**src/rtl/branch_predictor_pkg.sv**
```systemverilog
// Shared constants for the branch predictor: counter encodings and PC step.
package branch_predictor_pkg;

    localparam int PC_INC = 4;

    // Reference encodings for the default 2-bit counter.
    localparam logic [1:0] CNT2_STRONG_NT = 2'b00;
    localparam logic [1:0] CNT2_WEAK_NT   = 2'b01;
    localparam logic [1:0] CNT2_WEAK_T    = 2'b10;
    localparam logic [1:0] CNT2_STRONG_T  = 2'b11;

    // Width-generic encodings: weakly taken is MSB set, rest clear.
    function automatic int cnt_weak_taken(input int w);
        return 1 << (w - 1);
    endfunction

    function automatic int cnt_strong_taken(input int w);
        return (1 << w) - 1;
    endfunction

endpackage

```
**src/rtl/branch_predictor_counter.sv**
```systemverilog
// bp_counter: next value of a CNT_W-bit saturating up/down predictor counter.
module bp_counter #(
    parameter int CNT_W = 2
) (
    input  logic [CNT_W-1:0] cnt_i,
    input  logic             taken_i,
    output logic [CNT_W-1:0] cnt_o
);

    always_comb begin
        cnt_o = cnt_i;
        if (taken_i && (cnt_i != '1))
            cnt_o = cnt_i + 1'b1;
        else if (!taken_i && (cnt_i != '0))
            cnt_o = cnt_i - 1'b1;
    end

endmodule

```
**src/rtl/branch_predictor.sv**
```systemverilog
// Direct-mapped BTB with per-entry saturating counters and zero-latency lookup.
// Optional performance counters enabled by macro BP_STATS_EN.
module branch_predictor
    import branch_predictor_pkg::*;
#(
    parameter int ENTRIES = 16,
    parameter int ADDR_W  = 32,
    parameter int CNT_W   = 2
) (
    input  logic              clk,
    input  logic              rst,
    input  logic              clear,
    input  logic [ADDR_W-1:0] lk_pc,
    input  logic              lk_en,
    output logic              pred_taken,
    output logic [ADDR_W-1:0] pred_target,
    input  logic              upd_valid,
    input  logic [ADDR_W-1:0] upd_pc,
    input  logic [ADDR_W-1:0] upd_target,
    input  logic              upd_taken,
    input  logic              upd_pred_taken,
    input  logic [ADDR_W-1:0] upd_pred_target,
    output logic              mispredict,
    output logic [31:0]       stat_lookups,
    output logic [31:0]       stat_branches,
    output logic [31:0]       stat_mispred
);

    localparam int IDX_W = $clog2(ENTRIES);
    localparam int TAG_W = ADDR_W - IDX_W - 2;
    localparam logic [CNT_W-1:0] CNT_INIT = CNT_W'(cnt_weak_taken(CNT_W));

    logic [ENTRIES-1:0] valid_q;
    logic [TAG_W-1:0]   tag_q [ENTRIES];
    logic [ADDR_W-1:0]  tgt_q [ENTRIES];
    logic [CNT_W-1:0]   cnt_q [ENTRIES];

    logic [IDX_W-1:0] lk_idx, upd_idx;
    logic [TAG_W-1:0] lk_tag, upd_tag;
    logic             lk_hit, upd_hit;
    logic [CNT_W-1:0] upd_cnt_nxt;

    assign lk_idx  = lk_pc[IDX_W+1:2];
    assign lk_tag  = lk_pc[ADDR_W-1:IDX_W+2];
    assign upd_idx = upd_pc[IDX_W+1:2];
    assign upd_tag = upd_pc[ADDR_W-1:IDX_W+2];

    assign lk_hit  = valid_q[lk_idx] && (tag_q[lk_idx] == lk_tag);
    assign upd_hit = valid_q[upd_idx] && (tag_q[upd_idx] == upd_tag);

    assign pred_taken  = lk_hit & cnt_q[lk_idx][CNT_W-1];
    assign pred_target = pred_taken ? tgt_q[lk_idx] : lk_pc + ADDR_W'(PC_INC);

    assign mispredict = upd_valid &
                        ((upd_taken != upd_pred_taken) |
                         (upd_taken & (upd_target != upd_pred_target)));

    bp_counter #(.CNT_W(CNT_W)) u_cnt (
        .cnt_i   (cnt_q[upd_idx]),
        .taken_i (upd_taken),
        .cnt_o   (upd_cnt_nxt)
    );

    // Lookups read the arrays combinationally, so same-cycle updates show next cycle.
    always_ff @(posedge clk) begin
        if (rst) begin
            valid_q <= '0;
            for (int i = 0; i < ENTRIES; i++) begin
                tag_q[i] <= '0;
                tgt_q[i] <= '0;
                cnt_q[i] <= '0;
            end
        end else if (clear) begin
            valid_q <= '0;
        end else if (upd_valid) begin
            if (upd_hit) begin
                cnt_q[upd_idx] <= upd_cnt_nxt;
                if (upd_taken)
                    tgt_q[upd_idx] <= upd_target;
            end else if (upd_taken) begin
                valid_q[upd_idx] <= 1'b1;
                tag_q[upd_idx]   <= upd_tag;
                tgt_q[upd_idx]   <= upd_target;
                cnt_q[upd_idx]   <= CNT_INIT;
            end
        end
    end

`ifdef BP_STATS_EN
    logic [31:0] lookups_q, lookups_d;
    logic [31:0] branches_q, branches_d;
    logic [31:0] mispred_q, mispred_d;

    always_comb begin
        lookups_d  = lookups_q  + {31'd0, lk_en};
        branches_d = branches_q + {31'd0, upd_valid};
        mispred_d  = mispred_q  + {31'd0, mispredict};
    end

    // Stats survive clear; only reset zeroes them.
    always_ff @(posedge clk) begin
        if (rst) begin
            lookups_q  <= '0;
            branches_q <= '0;
            mispred_q  <= '0;
        end else begin
            lookups_q  <= lookups_d;
            branches_q <= branches_d;
            mispred_q  <= mispred_d;
        end
    end

    assign stat_lookups  = lookups_q;
    assign stat_branches = branches_q;
    assign stat_mispred  = mispred_q;

    logic unused_bits;
    assign unused_bits = ^{lk_pc[1:0], upd_pc[1:0]};
`else
    assign stat_lookups  = '0;
    assign stat_branches = '0;
    assign stat_mispred  = '0;

    logic unused_bits;
    assign unused_bits = ^{lk_pc[1:0], upd_pc[1:0], lk_en};
`endif

endmodule
```
**config.mk**
```make
export PLATFORM = sky130hd
export DESIGN_NAME = branch_predictor
export DESIGN_NICKNAME = d
export VERILOG_FILES = /design/src/rtl/branch_predictor_pkg.sv /design/src/rtl/branch_predictor_counter.sv /design/src/rtl/branch_predictor.sv
export SDC_FILE = /design/constraint.sdc
export NUM_CORES = 2
export LEC_CHECK = 0
export CELL_PAD_IN_SITES_DETAIL_PLACEMENT = 0
export CELL_PAD_IN_SITES_GLOBAL_PLACEMENT = 1
export CORE_ASPECT_RATIO = 1.5
export CORE_UTILIZATION = 51
export DETAILED_ROUTE_END_ITERATION = 6
export MAX_ROUTING_LAYER = met4
export PLACE_DENSITY_LB_ADDON = 0.25
export SYNTH_ARGS = -nofsm -noshare
export SYNTH_HDL_FRONTEND = slang
export SYNTH_SLANG_ARGS = --single-unit
```
**constraint.sdc**
```tcl
create_clock -name clk -period 7.15 [get_ports clk]
set_input_delay 1.43 -clock clk [delete_from_list [all_inputs] [get_ports clk]]
set_output_delay 1.43 -clock clk [all_outputs]
set_load 0.02 [all_outputs]
```
==> flow_summary_export.csv <==
group,metric,value,unit
yosys,synth_edf_count,960,
cells_and_area,post-route-util,57.6,%
floorplan,fp.dieH,388,µm
setup_path,reg2reg_slack,3.21,ns
floorplan,pin_count,265,
setup_path,path_max_fanout,35,
routing,wirelength,163,mm
placement,hpwl,99.5,mm
timing,max_slew_margin,20.2,%
global_routing,antenna_found_initial,9,
timing,worst_pin_slew,1.20,ns
yosys,synth_warnings,0,
yosys,synth-seq-area-share,57.5,%
yosys,avgSynthCellArea,14.8,µm²
clock_network,root_buffer,"clkbuf_16",
routing,vias,32200,
setup_path,crit_type,"input port to output pin",
timing,final-hold-violation-count,0,
yosys,syn_inst,3423,
yosys,synthArstFlopShare,0,%
floorplan,start_util,51.5,%
clock_network,cts.path.max_buffers,3,
setup_path,cp_data_arrival_time,5.62,ns
timing,final-max-slew-violation-count,0,
clock_network,cts_buffers,92,
global_routing,grt_first_pass_wirelength,231,mm
run,max_cap_violations,0,
min_path,min_path_cells,1,
timing,hold_ws,0.516,ns
routing,firstDrtPassIters,5,
min_path,worst_hold_path_type,"register to register",
timing,max_freq,142,MHz
routing,drc,0,
floorplan,core_area,0.0984,mm²
routing,drt-wirelength-per-cell,33.7,µm
pwr,p_per_area,236,mW/mm²
timing,rsz0062_at_grt,"false",
status,run_status,"complete, no violations",
timing,period_needed,7.05,ns
global_routing,grt_max_degree,209,
placement,gp_congestion,0.947,
yosys,ys_ff_latch,976,
global_routing,grt_pass1_vias,32700,
timing,fin_ws,0.100,ns
global_routing,overflow,0,
clock_network,clock_latency,0.70,ns
timing,setup_violations,0,
floorplan,dieWidth,259,µm
setup_path,rr_endpoint,"tag_q[4][13]",
pwr,ir_drop,0.200,mV
cells_and_area,layout-drive-gt1-share,21.2,%
min_path,hold_path_end,"valid_q[14]",
clock_network,cts_tree,"done",
timing,fin_tns_setup,0,ns
clock_network,h-tree-depth,3,
pwr,power_leakage,21.2,nW
clock_network,clk_pin_slew,0.06,ns
global_routing,grt_usage,33.6,%
clock_network,cts_setup_buffers,0,
setup_path,endpoint_kind,"output pin",
cells_and_area,layout.nets,3614,
setup_path,critPathRequiredTime,5.72,ns
yosys,syn_area,0.0507,mm²
cells_and_area,area_growth,12.0,%
min_path,worstHoldStart,"valid_q[14]",
routing,first_iter_violations,4132,
timing,skew,0.0295,ns
placement,place_ws,0.106,ns
clock_network,cts.sinks,976,
timing,fin_crit_sh,98.6,%
yosys,ys.flop_type,"edfxtp_1",
floorplan,die_area,0.101,mm²
yosys,synth.distinct_cells,66,
placement,port_buffers,165,
setup_path,reg2reg_depth,11,
setup_path,r2r_start,"tag_q[9][21]",
floorplan,rows,141,
routing,viasPerCell,6.66,
setup_path,start_kind,"input port",
routing,drtAntennaViolNets,0,
==> worst max-delay path by stage <==
stage,from,endpoint,depth (start not counted)
floorplan,lk_pc[3],pred_target[2],13
global placement,lk_pc[2],pred_target[12],10
detailed placement,lk_pc[2],pred_target[12],10
CTS,lk_pc[2],pred_target[12],10
global route,lk_pc[2],pred_target[21],12
finish,lk_pc[2],pred_target[12],12
==> through the flow <==
step	total power, mW	cell area [µm²]	cells
final	13.4	56700	4841
after floorplan	7.71	51000	3518
after global placement	8.27	53600	4669
after global routing	13.7	56700	4840
after CTS	13.4	56700	4837
after detailed placement	8.32	53600	4669
==> synthesized netlist by cell type, types with 6 or more instances <==
cell type | instances | area, µm²
mux2_2 | 30 | 338
a21oi_1 | 47 | 235
nand2_1 | 58 | 218
clkbuf_1 | 253 | 950
nor4_1 | 9 | 56.3
o22ai_1 | 17 | 106
xor2_1 | 49 | 429
a21o_1 | 20 | 150
nand3_1 | 20 | 100
and3_1 | 424 | 2650
nor2_1 | 60 | 225
dfxtp_1 | 16 | 320
nand4_1 | 21 | 131
or2_2 | 13 | 81.3
nor2b_1 | 14 | 87.6
a211oi_1 | 8 | 60.1
mux4_2 | 353 | 7950
mux2i_1 | 109 | 1090
o21bai_1 | 9 | 67.6
a221oi_1 | 12 | 105
mux2_4 | 29 | 435
buf_2 | 55 | 275
o21ai_0 | 7 | 35.0
xnor2_1 | 69 | 604
buf_4 | 109 | 818
a22o_1 | 19 | 166
a31o_2 | 6 | 52.6
edfxtp_1 | 960 | 28800
buf_1 | 28 | 105
a22oi_1 | 14 | 105
nand2b_1 | 6 | 37.5
and2_1 | 515 | 3220
==> where the power goes <==
| group | total [mW] | leakage [nW] | switching (mW) | internal [mW] |
|---|---|---|---|---|
| Combinational | 1.53 | 10.5 | 0.882 | 0.649 |
| Sequential | 6.68 | 9.25 | 0.118 | 6.56 |
| Clock | 5.19 | 1.53 | 2.22 | 2.98 |
| Total | 13.4 | 21.2 | 3.22 | 10.2 |
==> repair_timing <==
action | in CTS | in global routing
hold buffers | 0 | 0
endpoints found under the setup margin | 0 | 5
hold endpoints to repair | 0 | 0
resized for setup | 0 | 1
==> area by class of cell <==
cell class                      count  area [µm²]
Fill cell                        7641       41700
Antenna cell                        4        10.0
Inverter                            7        26.3
Clock inverter                     61         723
Multi-Input combinational cell   2083       19700
Timing Repair Buffer              316        3080
Clock buffer                      107        2420
Sequential cell                   976       29100
Tap cell                         1287        1610
==> kinds of logic after synthesis <==
kind of cell             Yosys count  synth area share, %
AO/OA/AOI/OAI                    180                 2.50
XOR/XNOR                         118                 2.04
adder cells (fa/ha/maj)            3               0.0741
buffers and inverters            459                 4.51
flip-flops                       976                 57.5
multiplexers                     525                 19.6
other                              1              0.00740
AND/OR/NAND/NOR                 1161                 13.8
==> placed cells by master (no fill, tap or decap), drive strengths merged, types with 19 or more instances in the layout <==
| cell | n |
|---|---|
| mux4 | 357 |
| xnor2 | 69 |
| edfxtp | 960 |
| buf | 159 |
| a21oi | 47 |
| a22o | 19 |
| nand2 | 58 |
| clkinv | 39 |
| and3 | 424 |
| nand3 | 20 |
| and2 | 515 |
| clkdlybuf4s50 | 157 |
| nor2 | 61 |
| conb | 96 |
| mux2 | 59 |
| xor2 | 49 |
| a21o | 20 |
| mux2i | 109 |
| clkbuf | 107 |
| nand4 | 21 |
==> sequential cells by signal, indices dropped and copies added, names as in the netlist <==
signal	flops
cnt_q	32
valid_q	16
tag_q	416
tgt_q	512
==> layer usage <==
metal  GRT usage [%]  wire length (µm)  up-vias
met2            55.4             82100     2162
met1            38.8             55200    16500
li1                -                 -    13000
met4            20.0             11000        0
met5               -                 0        -
met3            5.24             14800      510
==> worst max-delay path: stages <==
cell	delay (ns)
buf_8	0.38
buf_12	0.23
mux4_2	0.51
mux4_2	0.49
xnor2_1	0.34
nand4_1	0.13
nor2_1	0.25
nand4_1	0.14
or4_4	0.50
buf_12	0.21
mux2_4	0.35
clkdlybuf4s50_1	0.57
(Power assumes the default switching activity.)
